`src/rtl/alu_multicycle.sv`:
```
// Multi-cycle 32-bit ALU with a valid/ready request side and a held result side.
// Shifts can run one bit per cycle (SERIAL_SHIFT=1) or finish in one cycle like the other ops.
module alu_multicycle #(
    parameter int SERIAL_SHIFT = 1
) (
    input  logic        clk,
    input  logic        rst_n,
    input  logic        in_valid,
    output logic        in_ready,
    input  logic [3:0]  alu_control,
    input  logic [31:0] op_a,
    input  logic [31:0] op_b,
    output logic        out_valid,
    input  logic        out_ready,
    output logic [31:0] result,
    output logic        zero,
    output logic        illegal
);

    typedef enum logic [1:0] {S_IDLE, S_SHIFT, S_DONE} state_e;

    typedef enum logic [3:0] {
        OP_AND  = 4'h0, OP_OR  = 4'h1, OP_ADD  = 4'h2, OP_SLL = 4'h3, OP_SUB = 4'h4,
        OP_SRL  = 4'h5, OP_SLTU = 4'h6, OP_XOR = 4'h7, OP_SLT = 4'h8, OP_SRA = 4'h9
    } op_e;

    state_e      r_state;
    logic [3:0]  r_op;
    logic [31:0] r_work;
    logic [4:0]  r_count;
    logic [31:0] r_result;
    logic        r_zero;
    logic        r_illegal;

    logic [31:0] w_alu;
    logic        w_illegal;
    logic [4:0]  w_shamt;
    logic        w_is_shift;
    logic        w_go_serial;
    logic [31:0] w_step;

    always_comb begin
        w_shamt   = op_b[4:0];
        w_alu     = '0;
        w_illegal = 1'b0;
        case (alu_control)
            OP_AND:  w_alu = op_a & op_b;
            OP_OR:   w_alu = op_a | op_b;
            OP_ADD:  w_alu = op_a + op_b;
            OP_SLL:  w_alu = op_a << w_shamt;
            OP_SUB:  w_alu = op_a - op_b;
            OP_SRL:  w_alu = op_a >> w_shamt;
            OP_SLTU: w_alu = {31'b0, op_a < op_b};
            OP_XOR:  w_alu = op_a ^ op_b;
            OP_SLT:  w_alu = {31'b0, $signed(op_a) < $signed(op_b)};
            OP_SRA:  w_alu = $unsigned($signed(op_a) >>> w_shamt);
            default: w_illegal = 1'b1;
        endcase
        w_is_shift  = (alu_control == OP_SLL) || (alu_control == OP_SRL) || (alu_control == OP_SRA);
        // Zero-amount shifts take the single-cycle path so count never starts at 0.
        w_go_serial = (SERIAL_SHIFT != 0) && w_is_shift && (w_shamt != 5'd0);
    end

    always_comb begin
        case (r_op)
            OP_SLL:  w_step = {r_work[30:0], 1'b0};
            OP_SRA:  w_step = {r_work[31], r_work[31:1]};
            default: w_step = {1'b0, r_work[31:1]};
        endcase
    end

    always_ff @(posedge clk or negedge rst_n) begin
        if (!rst_n) begin
            r_state   <= S_IDLE;
            r_op      <= '0;
            r_work    <= '0;
            r_count   <= '0;
            r_result  <= '0;
            r_zero    <= 1'b0;
            r_illegal <= 1'b0;
        end else begin
            case (r_state)
                S_IDLE: begin
                    if (in_valid) begin
                        if (w_go_serial) begin
                            r_op    <= alu_control;
                            r_work  <= op_a;
                            r_count <= w_shamt;
                            r_state <= S_SHIFT;
                        end else begin
                            r_result  <= w_alu;
                            r_zero    <= (w_alu == '0);
                            r_illegal <= w_illegal;
                            r_state   <= S_DONE;
                        end
                    end
                end
                S_SHIFT: begin
                    r_work  <= w_step;
                    r_count <= r_count - 5'd1;
                    if (r_count == 5'd1) begin
                        r_result  <= w_step;
                        r_zero    <= (w_step == '0);
                        r_illegal <= 1'b0;
                        r_state   <= S_DONE;
                    end
                end
                S_DONE: begin
                    if (out_ready) begin
                        r_state <= S_IDLE;
                    end
                end
                default: r_state <= S_IDLE;
            endcase
        end
    end

    assign in_ready  = (r_state == S_IDLE);
    assign out_valid = (r_state == S_DONE);
    assign result    = r_result;
    assign zero      = r_zero;
    assign illegal   = r_illegal;

endmodule

```
`config.mk`:
```
export PLATFORM = sky130hd
export DESIGN_NAME = alu_multicycle
export DESIGN_NICKNAME = d
export VERILOG_FILES = /design/src/rtl/alu_multicycle.sv
export SDC_FILE = /design/constraint.sdc
export NUM_CORES = 1
export LEC_CHECK = 0
export ABC_CLOCK_PERIOD_IN_PS = 6050
export BUFFER_PORTS_ARGS = -buffer_cell sky130_fd_sc_hd__buf_4
export CAP_MARGIN = 20
export CELL_PAD_IN_SITES_DETAIL_PLACEMENT = 1
export CELL_PAD_IN_SITES_GLOBAL_PLACEMENT = 1
export CORE_ASPECT_RATIO = 1.75
export CORE_MARGIN = 2
export CORE_UTILIZATION = 34
export DETAILED_ROUTE_END_ITERATION = 7
export GPL_TIMING_DRIVEN = 0
export PLACE_DENSITY_LB_ADDON = 0.25
export SETUP_SLACK_MARGIN = 0.15
export SKIP_CTS_REPAIR_TIMING = 1
export SLEW_MARGIN = 10
export SYNTH_ARGS = -nofsm -noshare
export SYNTH_HDL_FRONTEND = slang
export SYNTH_SLANG_ARGS = --single-unit
```
`constraint.sdc`:
```
create_clock -name clk -period 6.05 [get_ports clk]
set_clock_uncertainty 0.2 [all_clocks]
set_input_delay 0.9075 -clock clk [delete_from_list [all_inputs] [get_ports clk]]
set_output_delay 0.9075 -clock clk [all_outputs]
set_load 0.1 [all_outputs]
```
Word level (Yosys, flattened, before mapping)

Index checks and enable logic that the tools add are counted.

Word-level logic and storage cells: 77
Flip-flop bits (word level): 77
Output and inout bits: 36
Input bits: 72

Reduce and logical (&&, ||, !) cells: 14
Bitwise gates (word level): 3
Shifts and indexed selects: 3
Mux-type cells: 26
Order comparisons: 2
Add/subtract/negate cells: 3
Equal/unequal tests: 19

Operator list:

| cell                 | count |
|---|---|
| $pmux W32 S10        | 1 |
| $pmux W32 S2         | 3 |
| $mux W32             | 5 |
| $logic_not A32 Y1    | 2 |
| $lt A32 B32 Y1       | 2 |
| $add A32 B32 Y32     | 1 |
| $and A32 B32 Y32     | 1 |
| $or A32 B32 Y32      | 1 |
| $shl A32 B5 Y32      | 1 |
| $shr A32 B5 Y32      | 1 |
| $sshr A32 B5 Y32     | 1 |
| $sub A32 B32 Y32     | 1 |
| $xor A32 B32 Y32     | 1 |
| $eq A4 B3 Y1 const B | 4 |
| $eq A4 B2 Y1 const B | 3 |
| $eq A4 B4 Y1 const B | 3 |
| $mux W5              | 2 |
| $pmux W5 S2          | 1 |
| $reduce_or A10 Y1    | 1 |
| $reduce_and A3 Y1    | 3 |
| $mux W2              | 4 |
| $mux W1              | 7 |
| $ne A2 B2 Y1 const B | 3 |
| $pmux W2 S3          | 1 |
| other kinds (14)     | 17 |

Depth between registers and ports, before layout

Gate-level depths: netlist (run 1).

Word-level depth: 7
Mapped depth: 19
Gate-level depth less buffers: 15

Worst setup path before layout (run 1)

Ideal clock, no wire load.

Kind: input -> register
From: input op_b[2]
To: register r_zero, in the netlist zero
Stages on the path: 19
Setup slack: 0.676 ns
Data arrival time: 5.105 ns
Data required time: 5.781 ns
Cells stage by stage: buf_2 clkinv_1 buf_1 clkbuf_1 buf_1 ha_1 clkbuf_1 nand2b_1 o311ai_0 a21oi_1 a31o_2 a31oi_1 a221o_1 a2111oi_0 o2111ai_1 nor4_1 nand4_1 nor2_1 a221o_1

Cells in the longest elaborated chain, start to end: 6

RTL lines:

| what                                     | line | text |
|---|---|---|
| start, declared                          | 12   | `input logic [31:0] op_b,` |
| $sub A32 B32 Y32 (tied with other cells) | 51   | `OP_SUB: w_alu = op_a - op_b;` |
| $pmux W32 S10                            | 46   | `case (alu_control)` |
| $logic_not A32 Y1                        | 92   | `r_zero <= (w_alu == '0);` |
| $mux W1                                  | 85   | `if (w_go_serial) begin` |
| $mux W1                                  | 84   | `if (in_valid) begin` |
| $pmux W1 S2                              | 82   | `case (r_state)` |
| end signal, assigned                     | 92   |  |
| end signal, assigned                     | 103  | `r_zero <= (w_step == '0);` |
| end, declared                            | 32   | `logic r_zero;` |

Several ways; a longest one is shown, not always the timed one. The select of a mux whose other input is x is not followed.
A chain may end at the register's enable or synchronous reset.

Worst setup path in the final report (run 1)

From: input op_b[1]
To: register r_zero, in the netlist zero

Same word-level chain as after synthesis.

==> summary.md, run 1 <==
| Metric | Value |
|---|---|
| Post-Synth Adder-Cell Area | `under 10%` |
| Hold path start | `r_op[0]$_DFFE_PN0P_` |
| 1st-iter DRT viols | `1830` |
| Clock Sinks | `77` |
| Violated checks | `negative setup slack` |
| Die W | `159.6 um` |
| Full die area | `0.04407 mm2` |
| RSZ-0062 raised after global routing | `false` |
| Minimum clock period | `just over 6 ns` |
| Min Hold Slack | `about 0.28 ns` |
| First-pass GRT wire length | `roughly 150000 um` |
| Fillcell total | `5264` |
| Cell Area, Synth | `0.01440 mm2` |
| Area Overhead vs Synth | `15.54%` |
| Setup ws final | `-0.09118 ns` |
| Vias/cell | `between 7 and 8` |
| Leakage power | `approximately 6.9 nW` |
| CTS Buf Count | `9` |
| Most used DFF post-synth | `dfrtp_1` |
| Slew HR | `14.32%` |
| Final Hold Vio Count | `0` |
| Reg-to-reg critical path startpoint | `r_state[1]$_DFFE_PN0P_` |
| Multi-input logic area | `0.01158 mm2` |
| Vias in the first global route | `19570` |
| Post-Synth XOR/XNOR Area | `less than 1%` |
| H-tree depth | `3` |
| Max cap viols | `0` |
| Worst-Margin Slew | `1.285 ns` |
| Antenna Violating Nets Remaining | `0` |
| Max FO, Critical Path | `10` |
| Final Util | `39.85%` |
| Die height | `276.2 um` |
| Hpwl dp | `86710 um` |
| Vias | `19060` |
| Max clock buf depth | `2` |
| Post-Route WL | `109000 um` |
| Tightest Hold Check Type | `flip-flop to flip-flop` |
| Worst setup EP type | `flip-flop` |
| Register area | `0.001927 mm2` |
| Initial Util | `between 30% and 40%` |
| DR WL/cell | `roughly 41 um` |
| CTS tree | `done` |
| Setup Viol. Count Final | `1` |
| Synth Register Bits | `77` |
| # DRC | `0` |
| Port bufs | `107` |
| Latest clock arrival within the worst-skew pair | `0.36 ns` |
| Yosys warnings | `0` |
| Core area | `0.04174 mm2` |
| Worst Setup Path Type | `input port to flip-flop` |
| Io pins | `108` |
| Nets | `roughly 2300` |
| Pin count of the biggest net entering global routing | `78` |
| GRT overflow | `0` |
| EDFF count, synth | `0` |
| Setup crit start | `op_b[1]` |
| Arr. time, crit path | `6.24 ns` |
| GP Congestion | `1.132` |
| Initial antenna violation count | `5` |
| Compound-Gate Fraction of Synth Area | `29.12%` |
| Syn nets | `2169` |
| Post-synthesis simple-gate area fraction | `24.15%` |
| Fmax | `162.8 MHz` |
| Syn_area_per_cell | `7.257 um2` |
| Fraction of layout cells with a size suffix above 1 | `15.91%` |
| Slew Limit Fails | `0` |
| Largest family of logic cells by synthesized area | `compound AO/OA/AOI/OAI gates` |
| Power, Total | `4.790 mW` |
| Period utilization | `101.5%` |
| TritonRoute pass-1 iters | `7` |
| Mux share of post-synthesis cell area | `14.96%` |
| Syn Inst Count | `roughly 2000` |
| Pwr/cell area | `between 200 and 300 mW/mm2` |
| Critical Path RT | `6.15 ns` |
| Status | `complete, but fails checks` |
| Clock transition at the registers of the reported paths | `0.06 ns` |
| # rows | `99` |
| Sequential share of the synthesized area | `between 10% and 20%` |
| Async SR Flop Fraction | `100.0%` |
| Root buffer cell | `clkbuf_16` |
| Critical path startpoint category | `input port` |
| Total GRT Usage | `48.63%` |
| Unique masters post-synth | `between 80 and 90` |
| Max rail drop VDD | `~0.28 mV` |
==> layout by cell type (no fill, tap or decap), types with 10 or more instances in the layout <==
cell type  count
o21ai_0      169
o31ai_1       25
o211ai_1      26
nor3_1        41
o22ai_1       17
inv_1        106
a211oi_1      31
mux2_2        36
a221o_1       10
o221ai_1      10
buf_4        122
ha_1         110
a21o_1        20
clkbuf_1     118
nor3b_1       12
nand3_1       72
and3_1        25
nand4_1       26
a22oi_1       13
nand2b_1      14
nor2b_1       30
and2_1        20
nor2_1       145
nand2_1      247
clkbuf_2      10
a211o_1       12
a21oi_1      117
dfrtp_1       77
a31oi_1       16
buf_6         11
mux2i_1       53
nor4_1        25
buf_1         10
or3_1         16
a221oi_1      12
o21a_1        10
mux4_2        48
buf_2         20
o2111ai_1     15
==> state kept, by name, indices dropped and copies added, names as in the netlist <==
signal	count
r_op	4
illegal	1
r_state	2
result	32
r_work	32
r_count	5
zero	1
==> critical path: stages <==
cell	delay [ns]
buf_4	0.16
buf_2	0.39
buf_2	0.49
mux4_2	0.49
mux2i_2	0.65
o22ai_1	0.27
a21oi_1	0.49
o2111ai_1	0.36
a2111oi_4	0.57
nand4_1	0.23
or4_4	0.52
nor4_4	0.22
nand4_1	0.15
nor2_1	0.15
a221o_1	0.15
==> metal layers <==
metal,GRT usage [%],share of wire [%],vias to the layer above
met4,53.57,14,4
li1,-,-,7649
met2,77.06,45,1421
met3,13.04,9.0,628
met1,48.94,32,9362
met5,0.5543,0.025,-
==> cell usage after synthesis (12+ instances only) <==
cell / instances / area (um2)
nand2_1: 247 / 927.1
o21ai_0: 170 / 850.8
nor2_1: 149 / 559.3
clkbuf_1: 135 / 506.7
a21oi_1: 119 / 595.6
ha_1: 111 / 1389
inv_1: 106 / 397.9
dfrtp_1: 77 / 1927
nand3_1: 72 / 360.4
mux2i_1: 58 / 580.6
mux4_2: 48 / 1081
nor3_1: 41 / 205.2
mux2_2: 36 / 405.4
a211oi_1: 33 / 247.7
nor2b_1: 31 / 193.9
nor4_1: 27 / 168.9
nand4_1: 26 / 162.7
o211ai_1: 26 / 195.2
o31ai_1: 26 / 195.2
and3_1: 25 / 156.4
a21o_1: 20 / 150.1
and2_1: 20 / 125.1
buf_1: 19 / 71.32
a31oi_1: 17 / 106.4
o22ai_1: 17 / 106.4
a221oi_1: 16 / 140.1
buf_2: 16 / 80.08
o2111ai_1: 16 / 140.1
or3_1: 16 / 100.1
a2111oi_0: 15 / 131.4
a22oi_1: 15 / 112.6
nand2b_1: 14 / 87.58
a211o_1: 12 / 105.1
nor3b_1: 12 / 90.09
==> cells by family (layout without fill, tap and decap cells) <==
logic type / Yosys count / in the layout
xor gates and xnor gates: 10 / 10
muxes: 149 / 149
other: 0 / 3
adders and majority gates: 113 / 113
AOI/OAI and AO/OA: 627 / 627
and+or+nand+nor: 722 / 722
DFF: 77 / 77
buffers and inverters: 286 / 420
==> metrics by stage <==
stage / std cells / setup slack, ns / area (um2) / setup TNS [ns]
after floorplan: 1984 / 0.6757 / 14400 / 0
after detailed placement: 2656 / -2.567 / 16000 / -35.37
after CTS: 2672 / -2.236 / 16280 / -25.24
final: 2676 / -0.09118 / 16630 / -0.09118
after global placement: 2646 / -2.947 / 15900 / -38.81
after global routing: 2673 / 0.1492 / 16630 / 0
==> layout make-up <==
type	instances	area share, %
Timing Repair Buffer	127	5.747
Buffer	168	4.663
Inverter	109	2.497
Antenna cell	3	0.04513
Tap cell	555	4.175
Sequential cell	77	11.58
Clock buffer	11	1.459
Clock inverter	5	0.2106
Multi-Input combinational cell	1621	69.62
==> final timing paths <==
path	to	slack (ns)	depth (start not counted)
worst max-delay path	zero$_DFFE_PN0P_	-0.09	15
worst min-delay path	r_op[0]$_DFFE_PN0P_	0.28	1
worst max register to register	zero$_DFFE_PN0P_	1.78	13
worst min register to register	r_op[0]$_DFFE_PN0P_	0.28	1
max in group asynchronous	result[23]$_DFFE_PN0P_	4.44	1
min in group asynchronous	r_work[7]$_DFFE_PN0P_	0.48	1
==> where the power goes <==
| part | internal, mW | switching [mW] | total [mW] |
|---|---|---|---|
| Sequential | 0.747 | 0.277 | 1.02 |
| Combinational | 0.808 | 2.43 | 3.24 |
| Clock | 0.290 | 0.238 | 0.527 |
| Total | 1.84 | 2.95 | 4.79 |
Power figures use the tool's default switching activity.
==> run 2, diff against run 1 <==
--- a/config.mk
+++ b/config.mk
@@ -9,3 +9,2 @@
 export BUFFER_PORTS_ARGS = -buffer_cell sky130_fd_sc_hd__buf_4
-export CAP_MARGIN = 20
 export CELL_PAD_IN_SITES_DETAIL_PLACEMENT = 1
@@ -17,3 +16,3 @@
 export GPL_TIMING_DRIVEN = 0
-export PLACE_DENSITY_LB_ADDON = 0.25
+export PLACE_DENSITY = 0.69
 export SETUP_SLACK_MARGIN = 0.15
--- a/constraint.sdc
+++ b/constraint.sdc
@@ -4,2 +4,2 @@
 set_output_delay 0.9075 -clock clk [all_outputs]
-set_load 0.1 [all_outputs]
+set_load 0.01 [all_outputs]
==> run 2 against run 1 <==
Effect of this change:
- the flow finishes with violations (max-capacitance violations)
- critical path depth grew 5
- via count shrank 0.16%
- combinational power shrank 24%
- utilization shrank 0.13 points
- critical path type unchanged
==> summary.md, run 2 (same netlist as run 1, synthesis figures left out) <==
| Metric | Value |
|---|---|
| RSZ-0062 raised after global routing | `false (unchanged)` |
| Initial antenna violation count | `15 (was 5)` |
| Post-DP Area | `0.01595 mm2 (was 0.01600 mm2)` |
| CTS Buf Count | `9 (unchanged)` |
| Clock transition at the registers of the reported paths | `0.07 ns (was 0.06 ns)` |
| Antenna Violating Nets Remaining | `0 (unchanged)` |
| Post-Route WL | `108200 um (was 109000 um)` |
| Die W | `159.6 um (unchanged)` |
| Area Overhead vs Synth | `15.17% (was 15.54%)` |
| Placement Setup Slack | `-2.502 ns (was -2.567 ns)` |
| Worst setup EP type | `flip-flop (unchanged)` |
| Latest clock arrival within the worst-skew pair | `0.37 ns (was 0.36 ns)` |
| # rows | `99 (unchanged)` |
| Slew Limit Fails | `0 (unchanged)` |
| Total GRT Usage | `47.93% (was 48.63%)` |
| Critical path startpoint category | `input port (unchanged)` |
| Hpwl dp | `86310 um (was 86710 um)` |
| Setup Viol. Count Final | `0 (was 1)` |
| Root buffer cell | `clkbuf_16 (unchanged)` |
| Register area | `0.001927 mm2 (unchanged)` |
| Sw Pwr | `2.210 mW (was 2.945 mW)` |
| Port bufs | `107 (unchanged)` |
| Final Hold Vio Count | `0 (unchanged)` |
| Clock Sinks | `77 (unchanged)` |
| Pwr/cell area | `243.6 mW/mm2 (was 287.9 mW/mm2)` |
| Leakage power | `6.898 nW (was 6.940 nW)` |
| H-tree depth | `3 (unchanged)` |
| Core area | `0.04174 mm2 (unchanged)` |
| Tightest Hold Check Type | `flip-flop to flip-flop (unchanged)` |
| Arr. time, crit path | `6.10 ns (was 6.24 ns)` |
| Vias | `19030 (was 19060)` |
| Comb power frac | `61.3% (was 67.6%)` |
| Setup ws final | `0.05943 ns (was -0.09118 ns)` |
| Worst-Margin Slew | `1.486 ns (was 1.285 ns)` |
| Minimum clock period | `5.991 ns (was 6.141 ns)` |
| Vias/cell | `7.116 (was 7.124)` |
| Status | `complete, but fails checks (unchanged)` |
| Violated checks | `max-capacitance violations (was negative setup slack)` |
| Max FO, Critical Path | `10 (unchanged)` |
| Die height | `276.2 um (unchanged)` |
| Critical Path RT | `6.16 ns (was 6.15 ns)` |
| Most common cell after layout, fill and taps aside | `nand2_1 (unchanged)` |
| TritonRoute pass-1 iters | `6 (was 7)` |
| GP Congestion | `1.077 (was 1.132)` |
| Most frequent cells in the layout | `247 x nand2_1, 166 x o21ai_0, 146 x nor2_1 (was 247 x nand2_1, 169 x o21ai_0, 145 x nor2_1)` |
| Fraction of layout cells with a size suffix above 1 | `15.34% (was 15.91%)` |
| Share of power burned in registers | `25.1% (was 21.4%)` |
| Worst Setup Path Type | `input port to flip-flop (unchanged)` |
| Slew HR | `0.03734% (was 14.32%)` |
| Pin count of the biggest net entering global routing | `78 (unchanged)` |
| Fin Setup TNS | `0 ns (was -0.09118 ns)` |
| DR WL/cell | `40.45 um (was 40.72 um)` |
| Max cap viols | `1 (was 0)` |
| Multi-input logic area | `0.01155 mm2 (was 0.01158 mm2)` |
| Min Hold Slack | `0.2828 ns (was 0.2773 ns)` |
| Period utilization | `99.02% (was 101.5%)` |
| Finished layout cell area | `0.01658 mm2 (was 0.01663 mm2)` |
| Switching Fraction | `54.72% (was 61.50%)` |
| Nets | `2292 (was 2298)` |
| Initial Util | `34.49% (unchanged)` |
| GRT overflow | `0 (unchanged)` |
| Max clock buf depth | `2 (unchanged)` |
| CTS tree | `done (unchanged)` |
| 1st-iter DRT viols | `1994 (was 1830)` |
| Max rail drop VDD | `0.2949 mV (was 0.2791 mV)` |
| # DRC | `0 (unchanged)` |
| Fillcell total | `5275 (was 5264)` |
| Vias in the first global route | `19620 (was 19570)` |
| Power Internal | `1.829 mW (was 1.844 mW)` |
| Full die area | `0.04407 mm2 (unchanged)` |
| Clk network pwr share | `13.6% (was 11.0%)` |
| First-pass GRT wire length | `150300 um (was 151900 um)` |
| Io pins | `108 (unchanged)` |
| Fmax | `166.9 MHz (was 162.8 MHz)` |
| Power, Total | `4.040 mW (was 4.790 mW)` |
==> run 2: critical path, cell delays in order <==
cell and delay, ns:
buf_4 0.11, buf_6 0.13, buf_6 0.17, buf_4 0.29, buf_4 0.30, buf_2 0.32, inv_1 0.22, ha_2 0.34
mux2i_4 0.25, a211oi_1 0.13, nor4_2 0.64, o211ai_1 0.18, buf_4 0.22, a2111oi_2 0.29, nand4_1 0.22, or4_4 0.63
nor4_4 0.28, nand4_1 0.12, nor2_1 0.15, a221o_1 0.16
==> run 2: layer usage <==
metal	up-vias	part of all wire [%]	global-route usage [%]
met4	10	13	49.14
met5	-	0.064	0
met1	9266	32	46.75
met3	691	9.2	13.95
li1	7660	-	-
met2	1407	46	78.71
==> run 2: layout make-up <==
cell class              instances  share of cell area [%]
inverters                     109                   2.520
flip-flops and latches         77                   11.62
diodes                          8                  0.1207
well taps                     555                   4.188
repair buffers                118                   5.342
plain buffers                 171                   4.791
clock buffers                   9                   1.358
clock inverters                 7                  0.3848
multi-input cells            1621                   69.67
==> run 2: worst paths after layout <==
path / startpoint / to / slack (ns) / cells past startpoint
hold reg to reg: result[5]$_DFFE_PN0P_ / result[5]$_DFFE_PN0P_ / 0.28 / 2
hold / removal: result[5]$_DFFE_PN0P_ / result[5]$_DFFE_PN0P_ / 0.28 / 2
setup reg to reg: r_state[1]$_DFFE_PN0P_ / zero$_DFFE_PN0P_ / 1.51 / 13
max in group asynchronous: rst_n / r_work[28]$_DFFE_PN0P_ / 4.42 / 1
min in group asynchronous: rst_n / r_work[8]$_DFFE_PN0P_ / 0.48 / 1
setup / recovery: op_b[0] / zero$_DFFE_PN0P_ / 0.06 / 20
==> run 2: power by group through the flow <==
stage | clock network, mW | logic [mW] | registers (mW)
global placement | 0 | 2.28 | 0.991
global route | 0.566 | 2.59 | 1.03
floorplan | 0 | 1.25 | 0.942
CTS | 0.549 | 2.35 | 0.993
finish | 0.550 | 2.47 | 1.02
detailed placement | 0 | 2.34 | 1.00
==> run 2: through the flow <==
step,cells,util [%]
finish,2675,39.72
global route,2670,39.69
CTS,2666,38.91
detailed placement,2650,38.21
global placement,2646,38.08
floorplan,1984,-
